`src/rtl/string_pkg.sv`:
```
// ---------------------------------------------------------------------------
// string_pkg
// Shared definitions for the serial string interface. This covers the
// serializer (transmit end) and the detector-side blocks.
//
// Contents:
//   - 2-bit state encodings IDLE/SHIFT/GAP/DONE, shared with detector blocks
//   - default build constants for string width, gap length and counter widths
// ---------------------------------------------------------------------------
package string_pkg;

  typedef logic [1:0] state_t;

  localparam state_t IDLE  = 2'd0;
  localparam state_t SHIFT = 2'd1;
  localparam state_t GAP   = 2'd2;
  localparam state_t DONE  = 2'd3;

  localparam int DEFAULT_WIDTH      = 8;
  localparam int DEFAULT_LEN_W      = 4;
  localparam int DEFAULT_REP_W      = 4;
  localparam int DEFAULT_GAP_CYCLES = 2;

endpackage

```
`src/rtl/string_serializer.sv`:
```
// ---------------------------------------------------------------------------
// string_serializer
// Serial bit-string transmitter. It accepts a parallel word through a
// valid/ready handshake and shifts the active field out MSB-first, one bit
// per clock. The word can optionally be repeated, with GAP_CYCLES idle
// cycles between repetitions.
//
// Parameters:
//   WIDTH       maximum string length in bits
//   LEN_W       width of load_len (2**LEN_W must exceed WIDTH)
//   REP_W       width of load_rep
//   GAP_CYCLES  idle cycles between repetitions (0 = back-to-back)
//
// Ports:
//   clock       system clock, rising edge
//   reset       asynchronous reset, active low
//   load_valid  request to load a new string
//   load_ready  a load can be accepted this cycle (IDLE and no abort)
//   load_data   string; active field is load_data[len-1:0]
//   load_len    bit count; 0 or >WIDTH selects WIDTH
//   load_rep    extra repetitions; total transmissions = load_rep+1
//   abort       synchronous cancel of the current transfer
//   seq_out     serial data bit; 0 whenever seq_valid is 0
//   seq_valid   seq_out carries a string bit this cycle
//   busy        state is not IDLE
//   done        one-cycle pulse following the final bit of the final repetition
// ---------------------------------------------------------------------------
module string_serializer
  import string_pkg::*;
#(
  parameter int WIDTH      = DEFAULT_WIDTH,
  parameter int LEN_W      = DEFAULT_LEN_W,
  parameter int REP_W      = DEFAULT_REP_W,
  parameter int GAP_CYCLES = DEFAULT_GAP_CYCLES
) (
  input  logic             clock,
  input  logic             reset,
  input  logic             load_valid,
  output logic             load_ready,
  input  logic [WIDTH-1:0] load_data,
  input  logic [LEN_W-1:0] load_len,
  input  logic [REP_W-1:0] load_rep,
  input  logic             abort,
  output logic             seq_out,
  output logic             seq_valid,
  output logic             busy,
  output logic             done
);

  // The gap counter holds GAP_CYCLES-1 down to 0. It keeps a width of at
  // least one bit so that a GAP_CYCLES=0 build still elaborates.
  localparam int GAP_W = (GAP_CYCLES > 1) ? $clog2(GAP_CYCLES) : 1;

  state_t             state_q, state_n;
  logic [WIDTH-1:0]   data_q,  data_n;
  logic [LEN_W-1:0]   len_q,   len_n;
  logic [LEN_W-1:0]   bit_q,   bit_n;
  logic [REP_W-1:0]   rep_q,   rep_n;
  logic [GAP_W-1:0]   gap_q,   gap_n;
  logic [LEN_W-1:0]   eff_len;
  logic               accept;

  logic               seq_out_n;
  logic               seq_valid_n;
  logic               busy_n;
  logic               done_n;

  // A zero length or a length larger than the register means "use the whole word".
  always_comb begin
    if ((load_len == '0) || (load_len > LEN_W'(WIDTH))) begin
      eff_len = LEN_W'(WIDTH);
    end else begin
      eff_len = load_len;
    end
  end

  // Abort takes priority over a simultaneous load request while idle.
  assign load_ready = (state_q == IDLE) && !abort;
  assign accept     = load_valid && load_ready;

  // Next-state logic. The word register is only written on acceptance, so
  // every repetition resends the same bits. The rep counter only decrements
  // while it is non-zero, so it cannot wrap.
  always_comb begin
    state_n = state_q;
    data_n  = data_q;
    len_n   = len_q;
    bit_n   = bit_q;
    rep_n   = rep_q;
    gap_n   = gap_q;

    case (state_q)
      IDLE: begin
        if (accept) begin
          state_n = SHIFT;
          data_n  = load_data;
          len_n   = eff_len;
          bit_n   = eff_len - LEN_W'(1);
          rep_n   = load_rep;
        end
      end

      SHIFT: begin
        if (abort) begin
          state_n = IDLE;
        end else if (bit_q != '0) begin
          bit_n = bit_q - LEN_W'(1);
        end else if (rep_q != '0) begin
          rep_n = rep_q - REP_W'(1);
          if (GAP_CYCLES > 0) begin
            state_n = GAP;
            gap_n   = GAP_W'(GAP_CYCLES - 1);
          end else begin
            bit_n = len_q - LEN_W'(1);
          end
        end else begin
          state_n = DONE;
        end
      end

      GAP: begin
        if (abort) begin
          state_n = IDLE;
        end else if (gap_q == '0) begin
          state_n = SHIFT;
          bit_n   = len_q - LEN_W'(1);
        end else begin
          gap_n = gap_q - GAP_W'(1);
        end
      end

      DONE: begin
        state_n = IDLE;
      end

      default: begin
        state_n = IDLE;
      end
    endcase
  end

  // The outputs are derived from the next state so that their registered
  // copies line up with the state they describe. This makes the first bit
  // appear in the cycle right after acceptance.
  always_comb begin
    seq_valid_n = (state_n == SHIFT);
    seq_out_n   = seq_valid_n && (|(data_n & (WIDTH'(1) << bit_n)));
    busy_n      = (state_n != IDLE);
    done_n      = (state_n == DONE);
  end

  always_ff @(posedge clock or negedge reset) begin
    if (!reset) begin
      state_q   <= IDLE;
      data_q    <= '0;
      len_q     <= '0;
      bit_q     <= '0;
      rep_q     <= '0;
      gap_q     <= '0;
      seq_out   <= 1'b0;
      seq_valid <= 1'b0;
      busy      <= 1'b0;
      done      <= 1'b0;
    end else begin
      state_q   <= state_n;
      data_q    <= data_n;
      len_q     <= len_n;
      bit_q     <= bit_n;
      rep_q     <= rep_n;
      gap_q     <= gap_n;
      seq_out   <= seq_out_n;
      seq_valid <= seq_valid_n;
      busy      <= busy_n;
      done      <= done_n;
    end
  end

endmodule

```
`config.mk`:
```
export PLATFORM = sky130hd
export DESIGN_NAME = string_serializer
export DESIGN_NICKNAME = d
export VERILOG_FILES = /design/src/rtl/string_pkg.sv /design/src/rtl/string_serializer.sv
export SDC_FILE = /design/constraint.sdc
export NUM_CORES = 1
export LEC_CHECK = 0
export ABC_AREA = 1
export ABC_CLOCK_PERIOD_IN_PS = 2200
export BUFFER_PORTS_ARGS = -buffer_cell sky130_fd_sc_hd__buf_2
export CAP_MARGIN = 10
export CORE_UTILIZATION = 47
export DETAILED_ROUTE_END_ITERATION = 12
export PLACE_DENSITY_LB_ADDON = 0.12
export SLEW_MARGIN = 30
export SYNTH_ARGS = -nofsm -noshare
export SYNTH_HDL_FRONTEND = slang
export SYNTH_SLANG_ARGS = --single-unit
```
`constraint.sdc`:
```
create_clock -name clock -period 2.2 [get_ports clock]
set_clock_uncertainty 0.1 [all_clocks]
set_input_delay 0.55 -clock clock [delete_from_list [all_inputs] [get_ports clock]]
set_output_delay 0.55 -clock clock [all_outputs]
set_load 0.1 [all_outputs]
```
Word level (Yosys, flattened, before mapping)
Cells that the tools add are included.
{ "classes": {"n_addsub": 5, "order_cmp": 1, "n_eq_ne": 10, "shift": 1, "mux": 27, "bitwise": 1, "reduce_logical": 16} }
{ "op_table": {"columns": ["operator", "count"], "rows": [
  ["4-bit two-way mux", 10],
  ["8-bit two-way mux", 2],
  ["4-bit by 1-bit subtractor with 4-bit output (second input constant)", 4],
  ["4-bit case mux with 3 select lines", 1],
  ["2-bit two-way mux", 5],
  ["2-bit inequality test (second input constant)", 5],
  ["5-bit AND reduction", 2],
  ["8-bit bitwise AND", 1],
  ["2-bit case mux with 4 select lines", 1],
  ["4-bit case mux with 2 select lines", 1],
  ["4-bit nonzero test", 2],
  ["8-bit OR reduction", 1],
  ["1-bit by 4-bit << shifter with 8-bit output (first input constant)", 1],
  ["2-bit == test (second input constant)", 3],
  ["1-bit two-way mux", 6],
  ["2-bit nonzero test", 3],
  ["2-bit by 1-bit == test with 1-bit output (second input constant)", 2],
  ["4-bit > comparator (second input constant)", 1],
  ["4-bit logical NOT", 1],
  ["1-bit logical AND", 3],
  ["2-bit logical NOT", 1],
  ["1-bit case mux with 2 select lines", 1],
  ["2-bit AND reduction", 1],
  ["1-bit logical NOT", 1],
  ["other kinds (2)", 2]
]} }
{ "word_totals": {"regBits": 27, "input_bits": 20, "wordCells": 71} }

Depth between registers and ports, before layout
Gate-level depths: netlist of the first run.
{ "depth": {"ltp_word": 10, "depth_mapped": 13, "depth_no_buf": 13} }

Worst setup path after synthesis of the first run
No wires, ideal clock.
{ "synth_timing": {"path_type": "input -> output", "startpoint": "in abort", "endpoint": "out load_ready", "arrival_time_ns": 2.577, "t_required_ns": 1.550, "path_slack_ns": -1.027, "stages": 1, "path_cell_list": "nor3_1"} }
{ "synth_between": {"elab_chain_cells": 2} }
{ "synth_lines": {"columns": ["element", "line", "text"], "rows": [
  ["start, declared", "string_serializer.sv:43", "input logic abort,"],
  ["1-bit logical NOT", "string_serializer.sv:78", "assign load_ready = (state_q == IDLE) && !abort;"],
  ["1-bit logical AND", "string_serializer.sv:78", null],
  ["end, declared", "string_serializer.sv:39", "output logic load_ready,"]
]} }
No other way between the ends.

Worst setup path after layout of the first run
{ "layout_timing": {"startpoint": "reg state_q[1]", "endpoint": "out load_ready"} }
{ "layout_between": {"elab_chain_cells": 2} }
{ "layout_lines": {"columns": ["element", "line", "text"], "rows": [
  ["start, declared", "string_serializer.sv:54", "state_t state_q, state_n;"],
  ["start signal, assigned", "string_serializer.sv:165", "state_q <= state_n;"],
  ["2-bit logical NOT", "string_serializer.sv:78", null],
  ["1-bit logical AND", "string_serializer.sv:78", null]
]} }
No other way between the ends.

==> metrics.csv, run 1 <==
stage,metric,value,unit
global_route,grt_pass1_wl,5320,um
final_layout,final_nets,263,
timing,max_slew.worst_pin.slew,0.611,ns
drt,met1_length,1530,um
global_route,grt_start_max_net_pins,28,
global_route,groute.usage.overall,19.2,%
pwr,totalPowerFinal,2.67,mW
final_layout,area_growth,13.9,%
timing,final-setup-viol-count,0,
global_route,via_count_of_the_first_global_routing_pass,1213,
floorplanning,die_height,61.3,um
worst_setup_path,crit-reg2reg-capture,seq_out,
drt,drt_wl_total,3150,um
floorplanning,initial_utilization,49.5,%
timing,slew_viol_final,0,
pwr,power_leakage,0.961,nW
floorplanning,design.core.area,0.00334,mm^2
floorplanning,i_o_pins,25,
yosys,synth-warning-count,0,
worst_setup_path,crit_type,reg -> out,
timing,setup_repair_after_global_routing_missed_its_margin,false,
yosys,synth.distinct_cells,30,
final_layout,final_common_cell,sky130_fd_sc_hd__nand2_1,
yosys,largest_cells_by_area_after_synthesis,"sky130_fd_sc_hd__dfrtp_1, sky130_fd_sc_hd__nand2_1, sky130_fd_sc_hd__inv_1, sky130_fd_sc_hd__o21ai_0, sky130_fd_sc_hd__ha_1",
worst_setup_path,timing.critical_path.to,load_ready,
clock_tree,worst_skew_pair.late_latency,0.32,ns
drt,postRouteAntennaNets,0,
global_route,initial_antenna_violation_count,0,
clock_tree,post_cts_resize_count,0,
drt,routed.top_layer,met4,
worst_setup_path,crit_path_end_kind,output port,
global_route,globalRoute.totalOverflow,0,
yosys,async_flop_share,100,%
floorplanning,placementRows,21,
clock_tree,cts_post_setup_buffers_inserted,0,
yosys,dominantRegCellSynth,sky130_fd_sc_hd__dfrtp_1,
drt,drt_first_pass_iters,4,
clock_tree,cts.clk_slew.worst_paths,0.14,ns
clock_tree,cts_tree,built,
drt,route.met2.wl,1500,um
outcome,status,"complete, no violations",
timing,max-slew-margin-rel,59.2,%
worst_setup_path,worst-endpoint-arrival,1.41,ns
yosys,synth.ff_latch_count,27,
yosys,mappedNetlistArea,0.00165,mm^2
worst_setup_path,crit_required,1.55,ns
floorplanning,die_ar,0.00375,mm^2
drt,vias,1385,
worst_setup_path,critPathLaunch,state_q[1],
timing,setup-tns-final,0,ns
yosys,synthesis.area_per_instance,7.93,um^2
placement,port_buffers,24,
timing,achievable-frequency,485,MHz
yosys,syn-instance-count,208,
flow_run,cap_violations,0,
clock_tree,number_of_levels_the_h_tree_was_split_into,1,
floorplanning,die_x,61.3,um
timing,finalCritPeriodShare,93.7,%
drt,number_of_remaining_drc_errors,0,
yosys,synth-edff-count,0,
drt,wl_per_cell,11.1,um
worst_hold_path,worst_hold_path_type,in -> async,
final_layout,layout.cells.most_common_list,"sky130_fd_sc_hd__nand2_1, sky130_fd_sc_hd__inv_1, sky130_fd_sc_hd__dfrtp_1",
timing,final_hold_viol_count,0,
worst_setup_path,startpoint_type,flop,
clock_tree,clkSinkCount,27,
yosys,yosys_top_cell_area_share,40.9,%
pwr,cellPowerDensity,1420,mW/mm^2
placement,post-dp-hpwl,2400,um
yosys,synth_seq_area_share,40.9,%
drt,vias_per_cell,4.89,
timing,period_minus_slack,2.06,ns
drt,routed_wl_met3,97,um
clock_tree,numCtsBuffers,3,
drt,detailedRoute.firstIterationViolations,55,
worst_setup_path,r2r_start,state_q[0],
yosys,syn-num-nets,233,
final_layout,drive_gt1_share,22.8,%
worst_setup_path,regToRegSetupSlack,0.25,ns
final_layout,insertedDiodeCount,0,
clock_tree,cts_hold_buf,0,
worst_setup_path,reg2regPathDepth,10,
clock_tree,ctsLongestPathBuffers,2,
yosys,synth_top_cell_by_area,sky130_fd_sc_hd__dfrtp_1,
pwr,power.ir.vdd_worst,0.000722,V
placement,routability_driven_placement_congestion_ratio,0.804,
clock_tree,clock-root-buffer,sky130_fd_sc_hd__clkbuf_4,
worst_setup_path,critPathMaxFanout,7,
-- final cells by class --
| class | instances | area [um^2] |
|---|---|---|
| Fill cell | 339 | 1460 |
| Sequential cell | 27 | 676 |
| Multi-Input combinational cell | 144 | 826 |
| Timing Repair Buffer | 28 | 165 |
| Clock buffer | 4 | 26.3 |
| Tap cell | 46 | 57.6 |
| Inverter | 34 | 130 |
-- metrics by stage --
step | hold WS [ns] | area (um^2) | cells | utilization, % | setup slack (ns)
after CTS | 0.130 | 1880 | 283 | 56.4 | 0.120
after global placement | 0.375 | 1850 | 279 | 55.6 | 0.135
after global routing | 0.148 | 1880 | 283 | 56.4 | 0.0336
after detailed placement | 0.369 | 1850 | 279 | 55.6 | 0.0803
after floorplan | 0.154 | 1660 | 208 | - | 0.253
final | 0.118 | 1880 | 283 | 56.4 | 0.139
-- synthesized netlist by cell type (3+ instances only) --
library cell              instances
sky130_fd_sc_hd__nand2_1         46
sky130_fd_sc_hd__inv_1           30
sky130_fd_sc_hd__dfrtp_1         27
sky130_fd_sc_hd__o21ai_0         21
sky130_fd_sc_hd__nor2_1          16
sky130_fd_sc_hd__nand3_1         12
sky130_fd_sc_hd__ha_1             5
sky130_fd_sc_hd__nand4_1          5
sky130_fd_sc_hd__or2_1            5
sky130_fd_sc_hd__a21oi_1          4
sky130_fd_sc_hd__nand2_2          4
sky130_fd_sc_hd__a21oi_2          3
sky130_fd_sc_hd__inv_2            3
sky130_fd_sc_hd__nand3_4          3
sky130_fd_sc_hd__nor2_4           3
sky130_fd_sc_hd__o21ai_2          3
-- metal layers --
layer  vias up  GRT usage [%]
met5         -              0
met4         0           3.57
met3         2           3.99
met2        22           33.1
met1       627           25.2
li1        734              -
-- power breakdown --
group | switching (mW) | total (mW) | internal (mW)
Sequential | 0.140 | 0.863 | 0.723
Clock | 0.139 | 0.210 | 0.0710
Combinational | 1.07 | 1.59 | 0.528
Total | 1.34 | 2.67 | 1.32
-- worst min-delay path by stage --
stage               startpoint        end  slack, ns  depth (start not counted)
detailed placement   data_q[4]  data_q[4]       0.37                          2
floorplan                reset   bit_q[0]       0.15                          0
global route             reset   len_q[2]       0.15                          1
global placement      len_q[0]   len_q[0]       0.37                          1
CTS                      reset   len_q[2]       0.13                          1
finish                   reset   len_q[2]       0.12                          1
-- kinds of logic after synthesis --
| kind of cell | count (synthesis) | synth area share (%) |
|---|---|---|
| flip-flops | 27 | 40.9 |
| adder cells (fa/ha/maj) | 5 | 3.79 |
| AO/OA/AOI/OAI | 38 | 14.0 |
| AND/OR/NAND/NOR | 99 | 30.5 |
| buffers and inverters | 37 | 9.70 |
| XOR/XNOR | 2 | 1.06 |
-- worst max-delay path, stage by stage, from the launching register on --
cell and delay, ns:
sky130_fd_sc_hd__dfrtp_1 0.48, sky130_fd_sc_hd__buf_4 0.20, sky130_fd_sc_hd__nor3_4 0.21, sky130_fd_sc_hd__buf_12 0.20
-- registers in the layout, indices dropped and copies added, names as in the netlist --
name       count
rep_q          4
busy           1
done           1
state_q        2
seq_out        1
gap_q          1
bit_q          4
data_q         8
len_q          4
seq_valid      1
Power figures use the tool's default switching activity.
==> inputs of run 2 (changes only) <==
--- a/config.mk
+++ b/config.mk
@@ -5,7 +5,6 @@
 export SDC_FILE = /design/constraint.sdc
 export NUM_CORES = 1
 export LEC_CHECK = 0
-export ABC_AREA = 1
 export ABC_CLOCK_PERIOD_IN_PS = 2200
 export BUFFER_PORTS_ARGS = -buffer_cell sky130_fd_sc_hd__buf_2
 export CAP_MARGIN = 10
==> run 2 against run 1 <==
- via count up 3.8%
- sequential power down 8.8%
- worst hold slack got worse by 0.0049 ns
- critical endpoint is now seq_out
- highest routed layer unchanged
- maximum frequency decreased by 5.4%
- flip-flop and latch count did not move
==> metrics.csv, run 2 <==
stage,metric,value,unit
outcome,status,"complete, no violations",
worst_setup_path,worst-endpoint-arrival,2.30,ns
clock_tree,cts_tree,built,
global_route,initial_antenna_violation_count,0,
worst_setup_path,worst_path_dominant_cell_family,simple AND/OR/NAND/NOR gates,
global_route,grt_start_max_net_pins,28,
final_layout,drive_gt1_share,34.8,%
worst_setup_path,crit_path_end_kind,flop,
timing,final-setup-viol-count,0,
worst_setup_path,worstPathBufferInverterCount,1,
final_layout,registers.top_by_ff_count,data_q,
worst_setup_path,path_cells,"inv_2, ha_4, or3b_2, nand3_1, a31oi_2, o22ai_4, nand2b_1, o22ai_1, o31a_1",
final_layout,fill_cells,264,
yosys,syn-num-nets,198,
timing,slew_viol_final,0,
floorplanning,die_height,59.1,um
worst_setup_path,critPathMaxFanout,5,
yosys,synth.cells.most_frequent,"sky130_fd_sc_hd__nand2_1, sky130_fd_sc_hd__dfrtp_1, sky130_fd_sc_hd__o21ai_0, sky130_fd_sc_hd__inv_1, sky130_fd_sc_hd__nor2_1",
placement,dpl_worst_slack,-0.279,ns
worst_setup_path,regToRegSetupSlack,0.02,ns
yosys,synth_most_common_cell,sky130_fd_sc_hd__nand2_1,
yosys,synth.ff_latch_count,27,
floorplanning,die_x,59.1,um
yosys,yosys_top_cell_area_share,44.1,%
timing,max_slew.worst_pin.slew,0.605,ns
timing,setup-tns-final,0,ns
floorplanning,die_ar,0.00349,mm^2
global_route,globalRoute.totalOverflow,0,
timing,achievable-frequency,459,MHz
yosys,dominantRegCellSynth,sky130_fd_sc_hd__dfrtp_1,
drt,wl_per_cell,13.7,um
global_route,groute.usage.overall,22.2,%
drt,postRouteAntennaNets,0,
placement,port_buffers,24,
timing,fin_hold_ws,0.113,ns
floorplanning,design.core.area,0.00308,mm^2
final_layout,largest_reg_flops,8,
clock_tree,numCtsBuffers,3,
yosys,synth_seq_area_share,44.1,%
yosys,synth-warning-count,0,
drt,detailedRoute.firstIterationViolations,67,
timing,setup_repair_after_global_routing_missed_its_margin,true,
floorplanning,initial_utilization,49.8,%
clock_tree,clkSinkCount,27,
drt,vias,1438,
placement,post-dp-hpwl,2660,um
worst_hold_path,worst_hold_path_type,in -> async,
timing,period_minus_slack,2.18,ns
yosys,synthesis.area_per_instance,8.85,um^2
floorplanning,placementRows,20,
timing,final_hold_viol_count,0,
yosys,largest_cells_by_area_after_synthesis,"sky130_fd_sc_hd__dfrtp_1, sky130_fd_sc_hd__nand2_1, sky130_fd_sc_hd__o21ai_0, sky130_fd_sc_hd__ha_1, sky130_fd_sc_hd__mux2i_1",
drt,drt_first_pass_iters,4,
final_layout,layout.cells.most_common_list,"sky130_fd_sc_hd__nand2_1, sky130_fd_sc_hd__buf_4, sky130_fd_sc_hd__dfrtp_1",
pwr,cellPowerDensity,1200,mW/mm^2
final_layout,final_nets,250,
clock_tree,clock-root-buffer,sky130_fd_sc_hd__clkbuf_4,
worst_setup_path,crit_required,2.32,ns
worst_setup_path,worst_path_max_delay_cell,sky130_fd_sc_hd__or3b_2,
clock_tree,ctsLongestPathBuffers,2,
yosys,async_flop_share,100,%
clock_tree,cts.clk_slew.worst_paths,0.14,ns
pwr,power.ir.vdd_worst,0.000727,V
global_route,via_count_of_the_first_global_routing_pass,1342,
yosys,mappedNetlistArea,0.00153,mm^2
timing,finalCritPeriodShare,99.0,%
clock_tree,worst_skew_pair.late_latency,0.32,ns
worst_setup_path,critical_path.max_stage_delay,0.46,ns
yosys,synth.distinct_cells,39,
timing,max-slew-margin-rel,59.7,%
drt,number_of_remaining_drc_errors,0,
global_route,grt_pass1_wl,5940,um
clock_tree,number_of_levels_the_h_tree_was_split_into,1,
final_layout,area_growth,33.4,%
drt,vias_per_cell,5.37,
pwr,power_leakage,0.982,nW
yosys,synth_top_cell_by_area,sky130_fd_sc_hd__dfrtp_1,
worst_setup_path,crit_type,reg -> reg,
pwr,totalPowerFinal,2.45,mW
floorplanning,i_o_pins,25,
placement,routability_driven_placement_congestion_ratio,0.877,
clock_tree,cts_hold_buf,0,
final_layout,insertedDiodeCount,0,
drt,drt_wl_total,3660,um
yosys,syn-instance-count,173,
yosys,synth-edff-count,0,
worst_setup_path,startpoint_type,flop,
timing,worst_slack,0.0224,ns
flow_run,cap_violations,0,
[run 2: cell count changes in the layout (fill, tap and decap cells not counted), moves of 4 or more]
| cell | change |
|---|---|
| sky130_fd_sc_hd__nand4_1 | -5 |
| sky130_fd_sc_hd__nor3_1 | +6 |
| sky130_fd_sc_hd__mux2i_1 | +4 |
| sky130_fd_sc_hd__inv_1 | -22 |
| sky130_fd_sc_hd__nand2_1 | -15 |
| sky130_fd_sc_hd__nand3_1 | -9 |
| sky130_fd_sc_hd__nor2_1 | -7 |
| sky130_fd_sc_hd__buf_4 | +27 |
| sky130_fd_sc_hd__nand2_2 | -4 |
| sky130_fd_sc_hd__nor2b_1 | +5 |
| sky130_fd_sc_hd__o21ai_0 | -8 |
| sky130_fd_sc_hd__or2_1 | -5 |
| sky130_fd_sc_hd__nand2b_1 | +4 |
[run 2: what timing repair did]
item,4_1_cts,5_1_grt
gates resized for setup,7,12
cloned,0,0
endpoints found under the hold margin,0,0
endpoints found under the setup margin,2,5
setup buffers,1,4
pin swaps,5,4
[run 2: path summary, 6_finish.rpt]
path                       cells past startpoint         to         start
hold / removal                                 1       busy         reset
max in group asynchronous                      1    seq_out         reset
setup reg to reg                               9    seq_out      bit_q[0]
min in group clock                             3  data_q[2]  load_data[2]
hold reg to reg                                2  data_q[2]     data_q[2]
setup / recovery                               9    seq_out      bit_q[0]
[run 2: where the power goes]
part | total, mW | switching, mW | leakage (nW) | internal, mW
sequential | 0.787 | 0.119 | 0.339 | 0.668
clock | 0.211 | 0.140 | 0.0150 | 0.0709
combinational | 1.45 | 0.805 | 0.628 | 0.643
[run 2: worst reg2reg max path: cells and delay by family, from the launching register on]
family / cells / cell delay (ns)
flip-flops: 1 / 0.42
adder cells (fa/ha/maj): 1 / 0.14
AO/OA/AOI/OAI: 4 / 0.63
buffers and inverters: 1 / 0.09
AND/OR/NAND/NOR: 3 / 0.70
[run 2: metrics by stage]
stage	area, um^2	utilization, %	cells
final	2040	66.4	268
after CTS	1950	63.4	265
after global placement	1900	61.7	260
after global routing	2040	66.4	268
after floorplan	1550	-	173
after detailed placement	1900	61.7	260
[run 2: layout make-up]
cell class / instances / area, um^2 / area share, %
multi-input cells: 127 / 861 / 42.1
flip-flops and latches: 27 / 676 / 33.1
repair buffers: 56 / 388 / 19.0
well taps: 44 / 55.1 / 2.69
inverters: 10 / 37.5 / 1.84
clock buffers: 4 / 26.3 / 1.29
[run 2: cell families after synthesis]
family / count (synthesis) / share of synthesized area (%)
fa+ha+maj: 5 / 4.08
mux: 5 / 3.35
compound gates: 39 / 16.5
simple gates: 75 / 24.0
buf+inv: 19 / 6.21
xor+xnor: 3 / 1.72
flops: 27 / 44.1
[run 2: metal layers]
layer | part of all wire [%] | vias up | track usage (%) | routed length [um]
met3 | 3.5 | 6 | 2.62 | 128
met4 | 1.0 | 0 | 5.44 | 38
met1 | 43 | 703 | 28.8 | 1570
li1 | - | 696 | - | -
met5 | 0 | - | 0 | 0
met2 | 52 | 33 | 39.4 | 1920
==> inputs of run 3 (changes only) <==
--- a/config.mk
+++ b/config.mk
@@ -8,9 +8,11 @@
 export ABC_CLOCK_PERIOD_IN_PS = 2200
 export BUFFER_PORTS_ARGS = -buffer_cell sky130_fd_sc_hd__buf_2
 export CAP_MARGIN = 10
+export CORE_ASPECT_RATIO = 1.1
 export CORE_UTILIZATION = 47
 export DETAILED_ROUTE_END_ITERATION = 12
 export PLACE_DENSITY_LB_ADDON = 0.12
+export REMOVE_ABC_BUFFERS = 1
 export SLEW_MARGIN = 30
 export SYNTH_ARGS = -nofsm -noshare
 export SYNTH_HDL_FRONTEND = slang
==> run 3 against run 2 <==
- final area down 3.7%
- register-to-register slack hardly changed
- via count fell by 4.9%
- critical path depth is the same
- critical path type unchanged
==> metrics.csv, run 3 (synthesized netlist as in run 2, its figures left out) <==
stage,metric,value,unit
floorplanning,placementRows,21,
outcome,status,"complete, no violations",
worst_setup_path,worst_path_max_delay_cell,sky130_fd_sc_hd__or3b_2,
placement,port_buffers,24,
clock_tree,cts_tree,built,
pwr,seqPwrFrac,33.0,%
clock_tree,clock-root-buffer,sky130_fd_sc_hd__clkbuf_4,
floorplanning,die_ar,0.00349,mm^2
clock_tree,cts_hold_buf,0,
pwr,totalPowerFinal,2.35,mW
drt,vias,1367,
drt,vias_per_cell,5.36,
drt,detailedRoute.firstIterationViolations,47,
global_route,groute.usage.overall,20.9,%
floorplanning,die_height,61.9,um
floorplanning,initial_utilization,49.8,%
final_layout,area_growth,28.5,%
worst_setup_path,crit_type,reg -> reg,
timing,max_slew.worst_pin.slew,0.627,ns
worst_setup_path,reg2regPathDepth,9,
floorplanning,design.core.area,0.00307,mm^2
global_route,globalRoute.totalOverflow,0,
timing,final-setup-viol-count,0,
placement,routability_driven_placement_congestion_ratio,0.897,
clock_tree,clkSinkCount,27,
timing,setup-tns-final,0,ns
pwr,power.ir.vdd_worst,0.000790,V
timing,setup_repair_after_global_routing_missed_its_margin,true,
worst_hold_path,worst_hold_path_type,in -> async,
final_layout,insertedDiodeCount,0,
timing,final_hold_viol_count,0,
global_route,initial_antenna_violation_count,0,
timing,max-slew-margin-rel,58.2,%
pwr,share_clk_of_total_power,9.7,%
pwr,power_leakage,0.961,nW
final_layout,registers.top_by_ff_count,data_q,
pwr,switchingPower,1.02,mW
clock_tree,worst_skew_pair.late_latency,0.34,ns
worst_setup_path,crit_path_end_kind,flop,
drt,wl_per_cell,13.3,um
global_route,grt_pass1_wl,5610,um
timing,finalCritPeriodShare,99.1,%
pwr,p_comb_share,57.3,%
timing,achievable-frequency,459,MHz
final_layout,drive_gt1_share,33.0,%
timing,fin_hold_ws,0.101,ns
final_layout,final_common_cell,sky130_fd_sc_hd__nand2_1,
drt,drt_first_pass_iters,4,
drt,number_of_remaining_drc_errors,0,
final_layout,layout.cells.most_common_list,"sky130_fd_sc_hd__nand2_1, sky130_fd_sc_hd__buf_4, sky130_fd_sc_hd__dfrtp_1",
clock_tree,cts.clk_slew.worst_paths,0.15,ns
clock_tree,numCtsBuffers,3,
worst_setup_path,worst-endpoint-arrival,2.32,ns
worst_setup_path,crit_required,2.34,ns
drt,postRouteAntennaNets,0,
worst_setup_path,startpoint_type,flop,
final_layout,final_nets,247,
clock_tree,number_of_levels_the_h_tree_was_split_into,1,
pwr,sw_frac_of_total,43.5,%
floorplanning,i_o_pins,25,
drt,drt_wl_total,3400,um
worst_setup_path,critPathMaxFanout,5,
worst_setup_path,critical_path.max_stage_delay,0.46,ns
pwr,power_report.internal_total,1.33,mW
flow_run,cap_violations,0,
worst_setup_path,path_cells,"inv_2, ha_4, or3b_2, nand3_1, a31oi_1, o22ai_4, nand2b_1, o22ai_1, o31a_1",
timing,slew_viol_final,0,
placement,post-dp-hpwl,2500,um
floorplanning,die_x,56.4,um
global_route,grt_start_max_net_pins,28,
clock_tree,ctsLongestPathBuffers,2,
final_layout,largest_reg_flops,8,
global_route,via_count_of_the_first_global_routing_pass,1285,
pwr,cellPowerDensity,1190,mW/mm^2
timing,period_minus_slack,2.18,ns
==> run 3: timing repair <==
item | CTS | global route
resized for setup | 5 | 9
setup buffers | 1 | 2
endpoints found under the setup margin | 2 | 5
pin swaps | 1 | 3
gates cloned | 0 | 0
==> run 3: critical path: cells and delay by family, from the launching register on <==
family	cells	cell delay, ns
adder cells (fa/ha/maj)	1	0.15
buffers and inverters	1	0.09
flip-flops	1	0.42
AND/OR/NAND/NOR	3	0.72
AO/OA/AOI/OAI	4	0.60
==> run 3: path summary, 6_finish.rpt <==
check / from / endpoint / slack, ns
setup / recovery: bit_q[0] / seq_out / 0.02
hold / removal: reset / rep_q[2] / 0.10
setup reg to reg: bit_q[0] / seq_out / 0.02
hold reg to reg: data_q[0] / data_q[0] / 0.40
max in group asynchronous: reset / data_q[3] / 1.49
min in group clock: load_data[0] / data_q[0] / 0.32
==> run 3: metal layers <==
metal	track usage, %	up-vias	wire (um)
met3	2.69	8	132
met1	24.4	633	1420
met2	38.3	35	1760
met5	0	-	0
met4	11.1	0	85
li1	-	691	-
==> run 3: layout make-up <==
| type | count | area (um^2) |
|---|---|---|
| Clock inverter | 1 | 7.51 |
| Inverter | 10 | 37.5 |
| Clock buffer | 3 | 22.5 |
| Multi-Input combinational cell | 127 | 817 |
| Sequential cell | 27 | 676 |
| Tap cell | 34 | 42.5 |
| Timing Repair Buffer | 53 | 365 |
| Fill cell | 271 | 1110 |
==> run 3: stage by stage <==
stage	cell area (um^2)	utilization [%]	std cells	setup slack, ns
4_1_cts	1910	62.1	253	0.00988
2_1_floorplan	1470	-	164	-1.58
3_5_place_dp	1860	60.5	248	-0.231
3_3_place_gp	1860	60.5	248	-0.194
5_1_grt	1970	64.0	255	-0.0858
6_report	1970	64.0	255	0.0199
==> run 3: power groups by stage <==
stage | clock network [mW] | logic, mW | registers, mW
floorplan | 0 | 0.609 | 0.942
global placement | 0 | 1.18 | 0.775
detailed placement | 0 | 1.21 | 0.782
CTS | 0.245 | 1.25 | 0.773
global route | 0.256 | 1.48 | 0.799
finish | 0.229 | 1.35 | 0.775
